**src/rtl/bp_pkg.sv**
```systemverilog
// Shared types for the branch predictor: counter encodings, sweep FSM states, BTB entry layout.
// Entry fields are sized for PCs up to BP_ADDR_W bits and tags for the smallest table (DEPTH=2).
package bp_pkg;
    localparam int BP_ADDR_W    = 32;
    localparam int BP_TAG_MAX_W = BP_ADDR_W - 3;

    localparam logic [1:0] CNT_SNT = 2'b00;
    localparam logic [1:0] CNT_WNT = 2'b01;
    localparam logic [1:0] CNT_WT  = 2'b10;
    localparam logic [1:0] CNT_ST  = 2'b11;

    typedef enum logic {
        IDLE  = 1'b0,
        SWEEP = 1'b1
    } bp_state_e;

    typedef struct packed {
        logic                    valid;
        logic [BP_TAG_MAX_W-1:0] tag;
        logic [BP_ADDR_W-1:0]    target;
        logic [1:0]              cnt;
    } bp_entry_t;
endpackage

```
**src/rtl/bp_sat_counter.sv**
```systemverilog
// Combinational 2-bit saturating direction counter next-state; no state, no latency.
module bp_sat_counter
    import bp_pkg::*;
(
    input  logic [1:0] i_cnt,
    input  logic       i_taken,
    output logic [1:0] o_cnt
);
    always_comb begin
        o_cnt = i_cnt;
        case (i_cnt)
            CNT_SNT: o_cnt = i_taken ? CNT_WNT : CNT_SNT;
            CNT_WNT: o_cnt = i_taken ? CNT_WT  : CNT_SNT;
            CNT_WT:  o_cnt = i_taken ? CNT_ST  : CNT_WNT;
            default: o_cnt = i_taken ? CNT_ST  : CNT_WT;
        endcase
    end
endmodule

```
**src/rtl/branch_predictor.sv**
```systemverilog
// BTB with 2-bit direction counters: combinational lookup/mispredict, 1-cycle training, DEPTH-cycle invalidation sweep.
// Optional saturating branch/mispredict statistics when BP_STATS_EN is defined.
module branch_predictor
    import bp_pkg::*;
#(
    parameter int ADDR_W = BP_ADDR_W,
    parameter int DEPTH  = 16,
    parameter int IDX_W  = $clog2(DEPTH),
    parameter int TAG_W  = ADDR_W - 2 - IDX_W
) (
    input  logic              clk_i,
    input  logic              rst_i,
    input  logic [ADDR_W-1:0] lookup_pc_i,
    output logic              pred_taken_o,
    output logic [ADDR_W-1:0] pred_target_o,
    input  logic              upd_valid_i,
    input  logic [ADDR_W-1:0] upd_pc_i,
    input  logic              upd_taken_i,
    input  logic [ADDR_W-1:0] upd_target_i,
    input  logic              upd_pred_taken_i,
    input  logic [ADDR_W-1:0] upd_pred_target_i,
    output logic              mispredict_o,
    output logic [ADDR_W-1:0] redirect_pc_o,
    input  logic              inval_i,
    output logic              busy_o
`ifdef BP_STATS_EN
   ,output logic [31:0]       stat_branches_o,
    output logic [31:0]       stat_mispred_o
`endif
);
    bp_entry_t        r_entry [DEPTH];
    bp_state_e        r_state, w_state_nxt;
    logic [IDX_W-1:0] r_ptr, w_ptr_nxt;

    logic             w_busy;
    logic [IDX_W-1:0] w_lk_idx, w_up_idx;
    logic [TAG_W-1:0] w_lk_tag, w_up_tag;
    bp_entry_t        w_lk_ent, w_up_ent;
    logic             w_lk_hit, w_up_hit, w_upd_en, w_mis;
    logic [1:0]       w_cnt_nxt;

    assign w_busy   = (r_state == SWEEP);
    assign busy_o   = w_busy;

    assign w_lk_idx = lookup_pc_i[IDX_W+1:2];
    assign w_lk_tag = lookup_pc_i[ADDR_W-1:IDX_W+2];
    assign w_lk_ent = r_entry[w_lk_idx];
    assign w_lk_hit = !w_busy && w_lk_ent.valid && w_lk_ent.cnt[1]
                      && (w_lk_ent.tag == BP_TAG_MAX_W'(w_lk_tag));

    assign pred_taken_o  = w_lk_hit;
    assign pred_target_o = w_lk_hit ? w_lk_ent.target[ADDR_W-1:0] : lookup_pc_i + ADDR_W'(4);

    assign w_mis = upd_valid_i && ((upd_taken_i != upd_pred_taken_i)
                   || (upd_taken_i && (upd_target_i != upd_pred_target_i)));
    assign mispredict_o  = w_mis;
    assign redirect_pc_o = !upd_valid_i ? '0 :
                           (upd_taken_i ? upd_target_i : upd_pc_i + ADDR_W'(4));

    // An invalidate request wins over a same-cycle update in IDLE.
    assign w_upd_en = upd_valid_i && (r_state == IDLE) && !inval_i;
    assign w_up_idx = upd_pc_i[IDX_W+1:2];
    assign w_up_tag = upd_pc_i[ADDR_W-1:IDX_W+2];
    assign w_up_ent = r_entry[w_up_idx];
    assign w_up_hit = w_up_ent.valid && (w_up_ent.tag == BP_TAG_MAX_W'(w_up_tag));

    bp_sat_counter u_sat_counter (
        .i_cnt   (w_up_ent.cnt),
        .i_taken (upd_taken_i),
        .o_cnt   (w_cnt_nxt)
    );

    // Only the valid bits are reset; tag/target/counter are don't-care while invalid.
    always_ff @(posedge clk_i or negedge rst_i) begin
        if (!rst_i) begin
            for (int i = 0; i < DEPTH; i++) r_entry[i].valid <= 1'b0;
        end else if (w_busy) begin
            r_entry[r_ptr].valid <= 1'b0;
        end else if (w_upd_en) begin
            if (w_up_hit) begin
                r_entry[w_up_idx].cnt <= w_cnt_nxt;
                if (upd_taken_i) r_entry[w_up_idx].target <= BP_ADDR_W'(upd_target_i);
            end else if (upd_taken_i) begin
                r_entry[w_up_idx].valid  <= 1'b1;
                r_entry[w_up_idx].tag    <= BP_TAG_MAX_W'(w_up_tag);
                r_entry[w_up_idx].target <= BP_ADDR_W'(upd_target_i);
                r_entry[w_up_idx].cnt    <= CNT_WT;
            end
        end
    end

    always_ff @(posedge clk_i or negedge rst_i) begin
        if (!rst_i) begin
            r_state <= IDLE;
            r_ptr   <= '0;
        end else begin
            r_state <= w_state_nxt;
            r_ptr   <= w_ptr_nxt;
        end
    end

    always_comb begin
        w_state_nxt = r_state;
        w_ptr_nxt   = r_ptr;
        case (r_state)
            IDLE: begin
                if (inval_i) begin
                    w_state_nxt = SWEEP;
                    w_ptr_nxt   = '0;
                end
            end
            SWEEP: begin
                if (inval_i) begin
                    w_ptr_nxt = '0;
                end else if (r_ptr == IDX_W'(DEPTH - 1)) begin
                    w_state_nxt = IDLE;
                    w_ptr_nxt   = '0;
                end else begin
                    w_ptr_nxt = r_ptr + IDX_W'(1);
                end
            end
            default: begin
                w_state_nxt = IDLE;
                w_ptr_nxt   = '0;
            end
        endcase
    end

`ifdef BP_STATS_EN
    logic [31:0] r_stat_br, r_stat_mp;

    always_ff @(posedge clk_i or negedge rst_i) begin
        if (!rst_i) begin
            r_stat_br <= '0;
            r_stat_mp <= '0;
        end else begin
            if (upd_valid_i && (r_stat_br != '1)) r_stat_br <= r_stat_br + 32'd1;
            if (w_mis && (r_stat_mp != '1))       r_stat_mp <= r_stat_mp + 32'd1;
        end
    end

    assign stat_branches_o = r_stat_br;
    assign stat_mispred_o  = r_stat_mp;
`endif
endmodule

```
**config.mk**
```make
export PLATFORM = sky130hd
export DESIGN_NAME = branch_predictor
export DESIGN_NICKNAME = d
export VERILOG_FILES = /design/src/rtl/bp_pkg.sv /design/src/rtl/bp_sat_counter.sv /design/src/rtl/branch_predictor.sv
export SDC_FILE = /design/constraint.sdc
export NUM_CORES = 2
export LEC_CHECK = 0
export CAP_MARGIN = 30
export CORE_MARGIN = 3
export CORE_UTILIZATION = 35
export DETAILED_ROUTE_END_ITERATION = 16
export HOLD_SLACK_MARGIN = 0.12
export SKIP_CTS_REPAIR_TIMING = 1
export SLEW_MARGIN = 5
export SYNTH_ARGS = -nofsm -noshare
export SYNTH_HDL_FRONTEND = slang
export SYNTH_SLANG_ARGS = --single-unit
```
**constraint.sdc**
```tcl
create_clock -name clk_i -period 12.25 [get_ports clk_i]
set_clock_uncertainty 0.05 [all_clocks]
set_input_delay 1.8375 -clock clk_i [delete_from_list [all_inputs] [get_ports clk_i]]
set_output_delay 1.8375 -clock clk_i [all_outputs]
set_load 0.02 [all_outputs]
```
* Yosys cells after proc, flatten, opt, wreduce, memory -nomap -nowiden
Index checks and enable logic that the tools add are counted.
** Word-level totals
- Flip-flop bits (word level) :: 1029
- Output and inout port bits :: 67
- Logic and storage cells :: 148
** Cells by class
- Add/sub/neg operators :: 3
- $lt $le $gt $ge :: 5
- Equal/unequal tests :: 8
- Muxes and demuxes :: 44
- Bitwise logic cells :: 4
- Reduce and logical (&&, ||, !) cells :: 18
** Operator list (count)
- $bwmux 1024 :: 7
- $mux 1024 :: 5
- $demux 64 s4 :: 5
- $bmux 64 s4 :: 2
- $mux 64 :: 6
- $mux 32 :: 3
- $add 32x3->32 const B :: 2
- $mux 63 :: 1
- $eq 29x26->1 :: 2
- $mux 34 :: 1
- $ne 32x32->1 :: 1
- $ge 5x5->1 const B :: 3
- $not 4->5 :: 3
- $mux 4 :: 3
- $logic_and 1x1->1 :: 10
- $lt 5x1->1 const B :: 2
- $pmux 4 s2 :: 1
- $mux 2 :: 3
- $pmux 2 s3 :: 1
- $mux 1 :: 5
- $add 4x1->4 const B :: 1
- $eq 4x4->1 const B :: 1
- $reduce_and 3->1 :: 1
- $reduce_bool 3->1 :: 1
- other kinds (11) :: 12

* Longest topological paths before layout
- Depth in word-level cells :: 13
- Depth in mapped cells :: 17
- Depth with buffers taken out :: 10

* Hierarchy
A second synthesis with hierarchy kept.
** Unflattened totals
- Cell total of the unflattened synthesis :: 4567
- Area, all modules :: 55746.0 µm²
** By module, submodules not included
- branch_predictor :: instances 1, cells each 4564, area each 55719.7 µm², seq. area each 29353.2 µm²
- bp_sat_counter :: instances 1, cells each 3, area each 26.3 µm², seq. area each 0.0 µm²

* Least setup slack after synthesis
No wires, ideal clock.
- Path kind :: in2reg
- Start :: input port upd_valid_i
- End :: register r_entry[10] (netlist bit), enable pin
- Setup time :: 856 ps
- Arrival :: 12683 ps
- Required time :: 11344 ps
- Slack :: -1339 ps
- Stages :: 4
- Path buffers :: 1
- Cell sequence :: nor3b_1 nand3_1 clkbuf_1 inv_1
** Between the ends
- Longest elaborated chain between the ends :: 4
** RTL lines
- start: declaration :: line branch_predictor.sv:16 : input logic upd_valid_i,
- $logic_and 1x1->1 (2 in a row) :: line branch_predictor.sv:61 : assign w_upd_en = upd_valid_i && (r_state == IDLE) && !inval_i;
- $reduce_bool 2->1 (no source line)
- $reduce_and 3->1 (no source line)
- end: declaration :: line branch_predictor.sv:31 : bp_entry_t r_entry [DEPTH];
Every way passes these cells.
A chain may end at the register's enable or synchronous reset.

* Worst setup path in the final report
- Start :: input port lookup_pc_i[2]
- End :: output port pred_target_o[1]
** Between the ends
- Longest elaborated chain between the ends :: 8
- Elaborated cells on any way between the ends :: 9
- Those cells by class :: eq/ne (1); mux (4); bitwise (1); reduce/logical (3)
** RTL lines
- start: declaration :: line branch_predictor.sv:13 : input logic [ADDR_W-1:0] lookup_pc_i,
- $not 4->5 (implied by the code) (*) :: line branch_predictor.sv:47 : assign w_lk_ent = r_entry[w_lk_idx];
- $bmux 64 s4 (*) :: line branch_predictor.sv:47
- $mux 64 (implied by the code) (*) (2 in a row) :: line branch_predictor.sv:47
- branches (longest 3 deep; another with $eq 29x26->1)
- $mux 32 (*) :: line branch_predictor.sv:52 : assign pred_target_o = w_lk_hit ? w_lk_ent.target[ADDR_W-1:0] : lookup_pc_i + ADDR_W'(4);
- end: declaration :: line branch_predictor.sv:15 : output logic [ADDR_W-1:0] pred_target_o,
Every way passes the cells marked *. The select of a mux whose other input is x is not followed.

==> out/qor.yml <==
synth:
  yosysSeqAreaShare: 0.526
  synthTopCellsByArea: "edfxtp_1 52%, mux4_2 15%, nand2_1 4.9%, a21oi_1 4.4%, nand3_1 3.6%"
  synth_edf_count: 960
  synth_nets: 4858
  synth-async-reset-ratio: 0.0214
  ys_ff_latch: 981
  synth_area_leader_cell: "edfxtp_1"
  synth_top_area_frac: 0.516
  yosysMostFrequentCell: "edfxtp_1"
  netlist_area_mm2: 0.0558
  avgSynthCellArea_um2: 11.8
  synth-main-ff-cell: "edfxtp_1"
  ys_types: 72
  synthCells: 4714
  synth_common_cells: "960 x edfxtp_1, 734 x nand2_1, 493 x a21oi_1"
  ys.warnings.count: 0
floorplanning:
  row_count: 145
  dieArea_mm2: 0.164
  initial_core_util: 0.355
  die_w_um: 405
  ios: 201
  core_area_mm2: 0.157
  die_h_um: 405
critical_path:
  path_buf_inv: 3
  critPathSlowestCell: "or4_4"
  slowest_delay_ns: 0.89
  crit_chain: "buf_8 > buf_4 > mux4_2 > mux4_2 > xnor2_1 > nand2_1 > nor4b_2 > nand4b_1 > or4_4 > mux2_4 > clkdlybuf4s50_1"
  crit_family: "buffers and inverters"
  crit_required_ns: 10.36
  end_kind: "output port"
  worstSetupPathType: "in -> out"
  cpMostUsedCell: "mux4_2"
  start_kind: "primary input"
  arrival_ns: 7.23
  crit_fanout: 64
sta:
  setup_viol: 0
  max_slew.worst_pin.slew_ns: 1.39
  slew_violations: 0
  relSlewSlack: 0.0700
  clock.fmax_mhz: 110
  finalCritPeriodShare: 0.744
  hold_viol: 0
  finalSetupTns_ns: 0
  rsz0062_at_grt: "false"
  finalCriticalPeriod_ns: 9.12
clock_tree:
  htree_num_levels: 3
  cts_buffers: 109
  worst_skew_pair.late_latency_ns: 0.72
  cts-root-buf: "clkbuf_16"
  cts_buffer_depth: 3
  tritoncts: "done"
  clk_pin_slew_ns: 0.06
  cts_sinks: 981
pwr:
  p_switching_mw: 1.95
  clock_power_share: 0.435
  p_seq_frac: 0.468
  p_int_mw: 5.84
  ir_worst_vdd_uv: 105
  fin_total_pwr_mw: 7.79
  leakage_nw: 22.4
  power_density_mw_per_mm2: 123
  comb_power_share: 0.097
  netSwitchingFraction: 0.250
drt:
  drt-vias-per-instance: 6.37
  routed_wl_um: 222000
  ant_nets: 0
  drt_pass1_iterations: 7
  wl_per_cell_um: 32.6
  vias: 43500
  drt_iter0_markers: 7651
  drc_errors: 0
final_layout:
  nNetsFinal: 4814
  area_growth_syn_to_layout_pct: 13.7
  drive_gt1_frac: 0.174
  multi_input_area_mm2: 0.0243
  seqCellArea_mm2: 0.0294
  n_fill_cell: 14700
global_route:
  grt_first_pass_wirelength_um: 311000
  antenna_found_initial: 10
  grt_util_all_layers: 0.263
  grt_max_degree: 224
  grt_overflow: 0
  grt_pass1_vias: 40900
flow_run:
  drv_cap: 0
placement:
  port_buffers: 200
  gp_congestion: 0.967
  dp_hpwl_um: 132000
status:
  status: "completed"
min_path:
  hold_path.class: "reg -> reg"
==> metal layers <==
| layer | share of wire | GRT usage | vias up | wire (um) |
|---|---|---|---|---|
| li1 | - | - | 17600 | - |
| met1 | 0.38 | 0.369 | 21900 | 84600 |
| met2 | 0.42 | 0.373 | 3461 | 92600 |
| met3 | 0.16 | 0.0975 | 506 | 36300 |
| met4 | 0.038 | 0.0909 | 4 | 8490 |
| met5 | 0.00012 | 0 | - | 27 |
==> metrics by stage <==
stage	utilization	worst slack (ns)	instances	area (um^2)	hold slack (ns)
after floorplan	-	1.41	4714	55900	0.412
after global placement	0.379	3.20	6601	59600	0.461
after detailed placement	0.380	3.20	6614	59800	0.464
after CTS	0.403	3.19	6814	63400	0.478
after global routing	0.404	2.82	6818	63500	0.503
final	0.404	3.13	6819	63500	0.489
==> worst reg2reg max path: cells and delay by family, from the launching register on <==
kind | cells | cell delay (ns)
AO/OA/AOI/OAI | 4 | 1.76
multiplexers | 2 | 0.99
AND/OR/NAND/NOR | 1 | 0.93
buffers and inverters | 1 | 0.49
flip-flops | 1 | 0.40
==> kinds of logic after synthesis <==
| group | count (synthesis) | synth area share |
|---|---|---|
| buffers and inverters | 558 | 0.0453 |
| DFF | 981 | 0.526 |
| AOI/OAI and AO/OA | 663 | 0.0663 |
| xor gates and xnor gates | 139 | 0.0218 |
| and+or+nand+nor | 1822 | 0.155 |
| adders and majority gates | 12 | 0.00260 |
| muxes | 539 | 0.184 |
==> area by class of cell <==
cell class,instances,area share
flip-flops and latches,981,0.462
multi-input cells,3175,0.383
repair buffers,376,0.0563
clock buffers,138,0.0452
well taps,2058,0.0406
clock inverters,62,0.0113
inverters,27,0.00166
diodes,2,0.0000788
==> power by group through the flow <==
stage               Clock, mW  Combinational (mW)  Sequential (mW)
finish                   3.39               0.753             3.65
global route             3.52               0.775             3.65
CTS                      3.40               0.733             3.65
detailed placement          0               0.731             3.72
global placement            0               0.725             3.72
floorplan                   0               0.400             3.71
==> path summary, 6_finish.rpt <==
path                                           from                       end  slack [ns]  depth (start not counted)
min in group asynchronous                     rst_i   r_entry[63]$_DFFE_PN0P_        1.49                          2
setup / recovery                     lookup_pc_i[2]          pred_target_o[1]        3.13                         11
hold reg to reg            r_entry[447]$_DFFE_PN0P_  r_entry[447]$_DFFE_PN0P_        0.49                          2
max in group asynchronous                     rst_i      r_ptr[3]$_DFFE_PN0P_       10.41                          2
hold / removal             r_entry[447]$_DFFE_PN0P_  r_entry[447]$_DFFE_PN0P_        0.49                          2
setup reg to reg             r_entry[485]$_DFFE_PP_    r_entry[143]$_DFFE_PP_        7.29                          8
==> sequential cells by signal, summed over array words and instances (netlist names) <==
| name | count |
|---|---|
| busy_o | 1 |
| r_entry | 976 |
| r_ptr | 4 |
==> cells in the final DEF, fill, tap and decap left out, types with 49 or more instances in the layout <==
master           count
xnor2_1             90
and2_1             192
clkbuf_16          110
nor3_1             252
xor2_1              49
clkdlybuf4s50_1    191
a21oi_1            493
mux2i_1            130
buf_4              156
nand3_1            405
edfxtp_1           960
mux4_2             376
nand2_1            718
nor2_1              78
Note: power is estimated with default switching activity, not from simulation.
